**config.mk**
```make
export PLATFORM = sky130hd
export DESIGN_NAME = unary_frame_tx
export DESIGN_NICKNAME = d
export VERILOG_FILES = /design/src/rtl/unary_pkg.sv /design/src/rtl/unary_frame_tx.sv
export SDC_FILE = /design/constraint.sdc
export NUM_CORES = 1
export LEC_CHECK = 0
export ABC_AREA = 1
export CORE_MARGIN = 8
export CORE_UTILIZATION = 46
export CTS_CLUSTER_SIZE = 8
export DETAILED_ROUTE_END_ITERATION = 12
export HOLD_SLACK_MARGIN = 0.03
export MAX_ROUTING_LAYER = met4
export PLACE_DENSITY_LB_ADDON = 0.1
export SYNTH_ARGS = -nofsm -noshare
export SYNTH_HDL_FRONTEND = slang
export SYNTH_SLANG_ARGS = --single-unit
export TNS_END_PERCENT = 1
```
**constraint.sdc**
```tcl
create_clock -name clk -period 1.25 [get_ports clk]
set_input_delay 0.25 -clock clk [delete_from_list [all_inputs] [get_ports clk]]
set_output_delay 0.25 -clock clk [all_outputs]
set_load 0.005 [all_outputs]
```
**src/rtl/unary_pkg.sv**
```systemverilog
// Shared constants and FSM encoding for the unary (thermometer) frame transmitter.
package unary_pkg;

  localparam int DEF_N  = 16;
  localparam int DEF_CW = 5;

  typedef enum logic [0:0] {
    ST_IDLE = 1'b0,
    ST_SEND = 1'b1
  } state_e;

  localparam int FRAMES_W = 16;

endpackage

```
**src/rtl/unary_frame_tx.sv**
```systemverilog
// Serialises a count as an N-bit thermometer frame (ones first), saturating at N.
// First beat one cycle after acceptance; beats hold stable under out_ready backpressure.
module unary_frame_tx
  import unary_pkg::*;
#(
  parameter int N  = DEF_N,
  parameter int CW = DEF_CW
) (
  input  logic                clk,
  input  logic                rst_n,
  input  logic                in_valid,
  output logic                in_ready,
  input  logic [CW-1:0]       in_count,
  output logic                out_valid,
  input  logic                out_ready,
  output logic                out_bit,
  output logic                out_last,
  output logic                out_ovf,
  output logic [FRAMES_W-1:0] frames_sent
);

  localparam logic [CW-1:0] N_C    = CW'(N);
  localparam logic [CW-1:0] LAST_C = CW'(N - 1);

  state_e                state_q, state_d;
  logic [CW-1:0]         idx_q, idx_d;
  logic [CW-1:0]         cnt_q, cnt_d;
  logic                  ovf_q, ovf_d;
  logic [FRAMES_W-1:0]   frames_q, frames_d;

  logic sending;
  logic in_fire;
  logic beat_fire;
  logic last_beat;

  // Outputs decode registered state only, so reset clears them without waiting for a clock.
  assign sending   = (state_q == ST_SEND);
  assign in_ready  = (state_q == ST_IDLE);
  assign in_fire   = in_valid & in_ready;
  assign beat_fire = sending & out_ready;
  assign last_beat = (idx_q == LAST_C);

  assign out_valid   = sending;
  assign out_bit     = sending & (idx_q < cnt_q);
  assign out_last    = sending & last_beat;
  assign out_ovf     = sending & ovf_q;
  assign frames_sent = frames_q;

  always_comb begin
    state_d  = state_q;
    idx_d    = idx_q;
    cnt_d    = cnt_q;
    ovf_d    = ovf_q;
    frames_d = frames_q;
    case (state_q)
      ST_IDLE: begin
        if (in_fire) begin
          cnt_d   = (in_count > N_C) ? N_C : in_count;
          ovf_d   = (in_count > N_C);
          idx_d   = '0;
          state_d = ST_SEND;
        end
      end
      ST_SEND: begin
        if (beat_fire) begin
          if (last_beat) begin
            idx_d    = '0;
            frames_d = frames_q + 1'b1;
            state_d  = ST_IDLE;
          end else begin
            idx_d = idx_q + 1'b1;
          end
        end
      end
      default: state_d = ST_IDLE;
    endcase
  end

  always_ff @(posedge clk or negedge rst_n) begin
    if (!rst_n) begin
      state_q  <= ST_IDLE;
      idx_q    <= '0;
      cnt_q    <= '0;
      ovf_q    <= 1'b0;
      frames_q <= '0;
    end else begin
      state_q  <= state_d;
      idx_q    <= idx_d;
      cnt_q    <= cnt_d;
      ovf_q    <= ovf_d;
      frames_q <= frames_d;
    end
  end

endmodule

```
**After elaboration in Yosys (flattened, before gate mapping)**

Index checks and enable logic that the tools add are counted.

- Add/sub/neg operators: 2
- Order comparisons: 2
- Equal/unequal tests: 3
- Muxes and demuxes: 9
- Bitwise gates (word level): 6
- Reduce and logical (&&, ||, !) cells: 3

Operator list:

| cell | number |
|---|---|
| 5-bit 2-to-1 mux | 4 |
| 16-bit by 1-bit adder with 16-bit output, second input constant | 1 |
| 5-bit one-hot mux with 2 select lines | 1 |
| 5-bit by 1-bit adder with 5-bit output, second input constant | 1 |
| 1-bit bitwise AND | 5 |
| 5-bit by 4-bit equality test with 1-bit output, second input constant | 1 |
| 5-bit greater-than comparator, second input constant | 1 |
| 5-bit < comparator | 1 |
| 2-bit by 1-bit != test with 1-bit output, second input constant | 2 |
| 2-bit AND reduction | 2 |
| 1-bit 2-to-1 mux | 3 |
| 3-bit AND reduction | 1 |
| 1-bit one-hot mux with 2 select lines | 1 |
| 1-bit NOT | 1 |

- Register bits after elaboration: 28
- Bits of input ports: 9
- Output and inout bits: 21
- Word-level logic and storage cells: 30

**Depth between registers and ports, before layout**

Gate-level depths: netlist (run 1).

- Word-level depth: 4
- Gate-level depth with buffers: 8
- Depth with buffers taken out: 8

**Least setup slack after synthesis (run 1)**

No wires, ideal clock.

- Kind: reg2out
- Start: register idx_q[2]
- End: output out_bit
- Arrival: 1.063 ns
- Required time: 1.000 ns
- Path slack: -0.063 ns
- Cell stages (with the launch flop): 5
- Buffers on the path: 0
- Path through: dfrtp_1 -> ha_1 -> a21oi_1 -> o21ai_0 -> nor3_1

- Cells in the longest elaborated chain, start to end: 2

Ends and longest elaborated chain:

| element | RTL line | source |
|---|---|---|
| start, declared | unary_frame_tx.sv:26 | `logic [CW-1:0] idx_q, idx_d;` |
| start signal, assigned | unary_frame_tx.sv:88 | `idx_q <= idx_d;` |
| 5-bit < comparator | unary_frame_tx.sv:44 | `assign out_bit = sending & (idx_q < cnt_q);` |
| 1-bit bitwise AND | unary_frame_tx.sv:44 |  |
| end, declared | unary_frame_tx.sv:16 | `output logic out_bit,` |

Every way passes these cells.

**Worst setup path after layout (run 1)**

- Start: register idx_q[1]
- End: output out_bit

Same word-level chain as after synthesis.

==> results of run 1 <==
[state kept, by name, summed over array words and instances, names as in the netlist]
name,count
out_valid,1
cnt_q,5
ovf_q,1
idx_q,5
frames_sent,16
[cell type report]
| class | instances | area [sq um] | share of cell area |
|---|---|---|---|
| Tap cell | 46 | 57.56 | 0.02600 |
| Timing Repair Buffer | 59 | 493.0 | 0.2227 |
| Multi-Input combinational cell | 145 | 807.0 | 0.3646 |
| Clock inverter | 1 | 30.03 | 0.01357 |
| Sequential cell | 28 | 704.4 | 0.3183 |
| Inverter | 25 | 98.84 | 0.04466 |
| Clock buffer | 3 | 22.52 | 0.01018 |
[per-layer routing]
layer / track usage / up-vias
li1: - / 748
met1: 0.1688 / 674
met2: 0.2607 / 32
met3: 0.02561 / 4
met4: 0.05435 / 0
met5: - / -
[metrics by stage]
stage | worst slack (ns) | hold slack (ns)
3_5_place_dp | -0.6226 | 0.4802
5_1_grt | -0.6673 | 0.2525
2_1_floorplan | -0.06261 | -0.04559
6_report | -0.5768 | 0.2603
4_1_cts | -0.5816 | 0.2522
3_3_place_gp | -0.5822 | 0.4765
[worst register-to-register path, delay by kind of cell, from the launching register on]
kind            cells  cell delay (ns)
flops               1             0.39
buf+inv             3             0.39
simple gates        4             0.32
fa+ha+maj           1             0.12
compound gates      1             0.11
[placed cells by master (no fill, tap or decap), types with 4 or more instances in the layout]
| master | n |
|---|---|
| sky130_fd_sc_hd__buf_6 | 11 |
| sky130_fd_sc_hd__o21ai_0 | 4 |
| sky130_fd_sc_hd__clkbuf_2 | 12 |
| sky130_fd_sc_hd__buf_2 | 4 |
| sky130_fd_sc_hd__nand3b_1 | 6 |
| sky130_fd_sc_hd__nor2_2 | 6 |
| sky130_fd_sc_hd__buf_4 | 21 |
| sky130_fd_sc_hd__nor2_1 | 19 |
| sky130_fd_sc_hd__clkdlybuf4s50_1 | 8 |
| sky130_fd_sc_hd__dfrtp_1 | 25 |
| sky130_fd_sc_hd__inv_1 | 19 |
| sky130_fd_sc_hd__inv_2 | 5 |
| sky130_fd_sc_hd__nand3_1 | 7 |
| sky130_fd_sc_hd__o21ai_1 | 5 |
| sky130_fd_sc_hd__nand2_1 | 68 |
| sky130_fd_sc_hd__a21oi_2 | 4 |
[how the worst min path moves through the flow]
| stage | from | end | slack (ns) | depth (start not counted) |
|---|---|---|---|---|
| 5_1_grt | rst_n | frames_sent[8] | 0.25 | 2 |
| 3_3_place_gp | cnt_q[4] | cnt_q[4] | 0.48 | 1 |
| 2_1_floorplan | rst_n | cnt_q[0] | -0.05 | 0 |
| 4_1_cts | rst_n | frames_sent[8] | 0.25 | 2 |
| 3_5_place_dp | ovf_q | ovf_q | 0.48 | 2 |
| 6_report | rst_n | frames_sent[10] | 0.26 | 2 |
[report_power, final]
group          switching (mW)  total (mW)  internal, mW
combinational           0.879        1.92          1.04
clock                   0.281       0.606         0.324
sequential              0.140        1.26          1.12
total                    1.30        3.79          2.49
[repair_timing]
action                     4_1_cts  5_1_grt
setup endpoints to repair       41       46
hold buffers                     0        0
buffers inserted                 4        0
resized for setup               72       32
pin swaps                        5        5
[cell families (layout without fill, tap and decap cells)]
logic type	count (synthesis)	count (layout)	share of synthesized area
buf+inv	27	88	0.08346
fa+ha+maj	6	6	0.04815
simple gates	113	113	0.3178
flops	28	28	0.4494
compound gates	21	21	0.07304
xor+xnor	5	5	0.02810
==> results.toml, run 1 <==
[global_route]
largest_net_degree_at_the_start_of_global_routing = 29
grt_pass1_wl_mm = 6.410
grt_pass1_vias = 1459
globalRouteTotalUtil = 0.1501
antenna_found_initial = 0
overflow = 0

[clock_tree]
path_clk_slew_ns = 0.16
clock_sink_count = 28
cts_made_buffers = 3
cts-htree-levels = 1
cts-root-buf = "sky130_fd_sc_hd__clkbuf_4"
clock_tree_from_tritoncts = "built"
clkLatencyLatePin_ns = 0.33
cts.path.max_buffers = 2

[place]
placement.cell_area_sq_um = 2096
post-place-cells = 299
place_congestion = 0.8942
hpwl_mm = 2.788
placement.io_buffers = 29

[logic_synthesis]
mappedNetlistArea_sq_um = 1559
synth.ff_latch_count = 28
synth.top_cells.by_count = "sky130_fd_sc_hd__nand2_1, sky130_fd_sc_hd__dfrtp_1, sky130_fd_sc_hd__inv_1, sky130_fd_sc_hd__nor2_1, sky130_fd_sc_hd__o21ai_0"
dominantRegCellSynth = "sky130_fd_sc_hd__dfrtp_1"
syn_nets = 215
synth.lib_cells_used.distinct = 26
count_of_flip_flops_with_a_built_in_enable_after_synthesis = 0
syn_inst = 200
yosys-top-cells-area = "sky130_fd_sc_hd__dfrtp_1, sky130_fd_sc_hd__nand2_1, sky130_fd_sc_hd__inv_1"
synth_most_common_cell = "sky130_fd_sc_hd__nand2_1"
postSynthAreaPerCell_sq_um = 7.795
postSynth.asyncResetShare = 1.000
yosys_warnings = 0
seq_area_frac_synth = 0.4494
fraction_of_post_synthesis_cell_area_in_the_top_cell_type_by_area = 0.4494
netlist.top_cell.by_area = "sky130_fd_sc_hd__dfrtp_1"

[run_status]
failed_checks = "setup timing"
status = "finished, violations left"

[cells_and_area]
final.fill_count = 294
finalCoreUtilization = 0.6739
nets = 277
finalInstanceArea_sq_um = 2213
stdcell_count = 307
antenna-diode-count = 0
final_layout_size_suffix_gt1_frac = 0.3333
syn2layout_area_growth_pct = 41.97

[setup_path]
rr_endpoint = "frames_sent[7]"
worstSetupPathDepth = 6
ff2ff_path_depth = 9
critical_path_peak_fanout = 2
crit_path_start_kind = "flop"
critical_path.top_delay_family = "flip-flops"
crit_slowest_cell = "sky130_fd_sc_hd__dfrtp_1"
critical_path_buf_inv_count = 2
timing_worst_setup_path_type = "flop to output pin"
regToRegSetupSlack_ns = -0.17
required_ns = 1.00
timing.critical_path.cells = "buf_6, ha_2, nand4_1, nor2_1, nor3_1, buf_2"
arrival_ns = 1.58
timing.rr.start = "idx_q[1]"
critical-path-max-stage-delay_ns = 0.42
cp-startpoint = "idx_q[1]"
endpoint_kind = "output pin"
endpoint = "out_bit"

[timing]
max_freq_ghz = 0.5474
timing_hold_violations_final = 0
finalSetupTns_ns = -3.960
final-setup-viol-count = 24
final_critical_path_setup_slack_ns = -0.5768
finalWorstPathRequiredPeriod_ns = 1.827
slew-limit-headroom = 0.8550
timing.final.crit_share = 1.461
fin_worst_skew_ns = 0.008873
grt_setup_unrepaired = "yes"
worst-slew-pin-transition_ns = 0.2169
timing.final.max_slew_violations = 0

[drt]
drc = 0
route.final.wire_length_mm = 3.792
detail_route.first_pass.iterations = 4
routedWlPerCell_um = 12.35
top_signal_layer_used = "met4"
dr_wl_met2_mm = 1.933
drt_iter0_drc = 106
vias_per_cell = 4.749
met3_wirelength_um = 178
vias = 1458
route.antenna.remaining_nets = 0
wirelength_met1_mm = 1.656

[die]
floorplan.die_area_sq_um = 5508
die_w_um = 74.22
core-area_sq_um = 3284
row_count = 21
pin_count = 30
starting_density_of_the_core = 0.4747
chipHeight_um = 74.22

[power_and_ir_drop]
worst_ir_drop_vdd_mv = 1.177
pwrdens_nw_per_um2 = 1710
cellLeakagePower_nw = 1.061
p_total_mw = 3.786

[hold_path]
holdCritPathClass = "input pin to asynchronous set/reset pin"

[flow_run]
timing.max_cap.violations = 0
(Power assumes the default switching activity.)
==> inputs of run 2 (changes only) <==
--- a/config.mk
+++ b/config.mk
@@ -6,6 +6,7 @@
 export NUM_CORES = 1
 export LEC_CHECK = 0
 export ABC_AREA = 1
+export CAP_MARGIN = 0
 export CORE_MARGIN = 8
 export CORE_UTILIZATION = 46
 export CTS_CLUSTER_SIZE = 8
@@ -13,6 +14,7 @@
 export HOLD_SLACK_MARGIN = 0.03
 export MAX_ROUTING_LAYER = met4
 export PLACE_DENSITY_LB_ADDON = 0.1
+export REMOVE_ABC_BUFFERS = 1
 export SYNTH_ARGS = -nofsm -noshare
 export SYNTH_HDL_FRONTEND = slang
 export SYNTH_SLANG_ARGS = --single-unit
==> results.toml, run 2 (same netlist as run 1, synthesis figures left out) <==
[setup_path]
crit_path_start_kind = "flop"
arrival_ns = 1.50
rr_endpoint = "frames_sent[7]"
timing_worst_setup_path_type = "flop to output pin"
required_ns = 1.00
ff2ff_path_depth = 10
timing.rr.start = "idx_q[1]"
critical_path_peak_fanout = 2
endpoint_kind = "output pin"
regToRegSetupSlack_ns = -0.36

[place]
place_congestion = 0.8146
placement.io_buffers = 29
placement.setup.worst_slack_ns = -0.5520
hpwl_mm = 2.772

[clock_tree]
cts-root-buf = "sky130_fd_sc_hd__clkbuf_4"
clock_sink_count = 28
cts.hold.buffers_added = 0
cts.path.max_buffers = 2
cts-htree-levels = 1
clkLatencyLatePin_ns = 0.32
cts_made_buffers = 3
path_clk_slew_ns = 0.15
clock_tree_from_tritoncts = "built"

[cells_and_area]
most_common_cell_after_layout_fill_and_taps_aside = "sky130_fd_sc_hd__nand2_1"
final_cell_mix = "sky130_fd_sc_hd__nand2_1, sky130_fd_sc_hd__dfrtp_1, sky130_fd_sc_hd__nor2_1, sky130_fd_sc_hd__buf_4, sky130_fd_sc_hd__inv_1"
syn2layout_area_growth_pct = 38.68
max_ffs_per_register = 16
antenna-diode-count = 0
final_layout_size_suffix_gt1_frac = 0.3012
nets = 275

[drt]
route.antenna.remaining_nets = 0
routedWlPerCell_um = 12.06
detail_route.first_pass.iterations = 4
route.final.wire_length_mm = 3.678
drc = 0
drt_iter0_drc = 75
vias = 1441
vias_per_cell = 4.725

[timing]
fin_worst_skew_ns = 0.002589
max_freq_ghz = 0.5708
grt_setup_unrepaired = "yes"
final-setup-viol-count = 24
finalWorstPathRequiredPeriod_ns = 1.752
slew-limit-headroom = 0.8229
timing.final.max_slew_violations = 0
timing.final.crit_share = 1.402
timing_hold_violations_final = 0
worst-slew-pin-transition_ns = 0.2640
final_critical_path_setup_slack_ns = -0.5019

[run_status]
status = "finished, violations left"
failed_checks = "setup timing"

[die]
starting_density_of_the_core = 0.4747
chipHeight_um = 74.22
row_count = 21
core-area_sq_um = 3284
pin_count = 30
die_w_um = 74.22
floorplan.die_area_sq_um = 5508

[global_route]
globalRouteTotalUtil = 0.1380
antenna_found_initial = 0
overflow = 0
grt_pass1_wl_mm = 5.858
grt_use_met3 = 0.02830
layer_carrying_the_most_global_route_usage = "met2"
largest_net_degree_at_the_start_of_global_routing = 29
grt_pass1_vias = 1386
grt.met2_usage = 0.2402
grt_util_met1 = 0.1559

[power_and_ir_drop]
p_total_mw = 3.618
cellLeakagePower_nw = 1.046
worst_ir_drop_vdd_mv = 1.627
pwrdens_nw_per_um2 = 1674

[flow_run]
timing.max_cap.violations = 0

[hold_path]
holdCritPathClass = "input pin to asynchronous set/reset pin"
## run 2: worst max-delay path by stage
stage	from	endpoint	slack, ns
global route	idx_q[1]	out_bit	-0.58
CTS	idx_q[2]	out_bit	-0.56
finish	idx_q[1]	out_bit	-0.50
floorplan	idx_q[0]	frames_sent[9]	-0.08
global placement	idx_q[4]	out_bit	-0.56
detailed placement	idx_q[4]	out_bit	-0.55
## run 2: area by class of cell
| type | count | area, sq um |
|---|---|---|
| repair buffers | 57 | 447.9 |
| flip-flops and latches | 28 | 700.7 |
| well taps | 46 | 57.56 |
| clock buffers | 4 | 36.28 |
| inverters | 25 | 101.3 |
| multi-input cells | 145 | 818.3 |
| fillers | 289 | 1122 |
## run 2: worst max-delay path: stages, from the launching register on
cell and delay, ns:
sky130_fd_sc_hd__dfrtp_1 0.42, sky130_fd_sc_hd__buf_6 0.13, sky130_fd_sc_hd__ha_4 0.15, sky130_fd_sc_hd__a21oi_2 0.14, sky130_fd_sc_hd__o21ai_1 0.07, sky130_fd_sc_hd__nor3_1 0.14, sky130_fd_sc_hd__buf_2 0.14
## run 2: layer usage
metal	up-vias	share of wire	wire [um]
met2	20	0.49	1819
li1	753	-	-
met3	4	0.037	135
met5	-	0	0
met4	0	0.012	43
met1	664	0.46	1679
## run 2: stage by stage
| step | util | setup TNS, ns | instances | hold WS [ns] | area (sq um) |
|---|---|---|---|---|---|
| after floorplan | - | -0.6449 | 198 | -0.04559 | 1528 |
| after CTS | 0.6503 | -3.805 | 301 | 0.2649 | 2136 |
| final | 0.6583 | -6.013 | 305 | 0.2653 | 2162 |
| after global placement | 0.6251 | -4.462 | 295 | 0.4690 | 2053 |
| after global routing | 0.6583 | -8.086 | 305 | 0.2565 | 2162 |
| after detailed placement | 0.6251 | -4.858 | 295 | 0.4820 | 2053 |
## run 2: timing repair
item / 4_1_cts / 5_1_grt
pin swaps: 4 / 8
setup endpoints to repair: 40 / 38
setup buffers: 2 / 5
resized for setup: 60 / 33
## run 2: power breakdown
part           switching (mW)  internal (mW)
Clock                   0.266          0.178
Combinational           0.886           1.02
Sequential              0.149           1.12
Total                    1.30           2.32
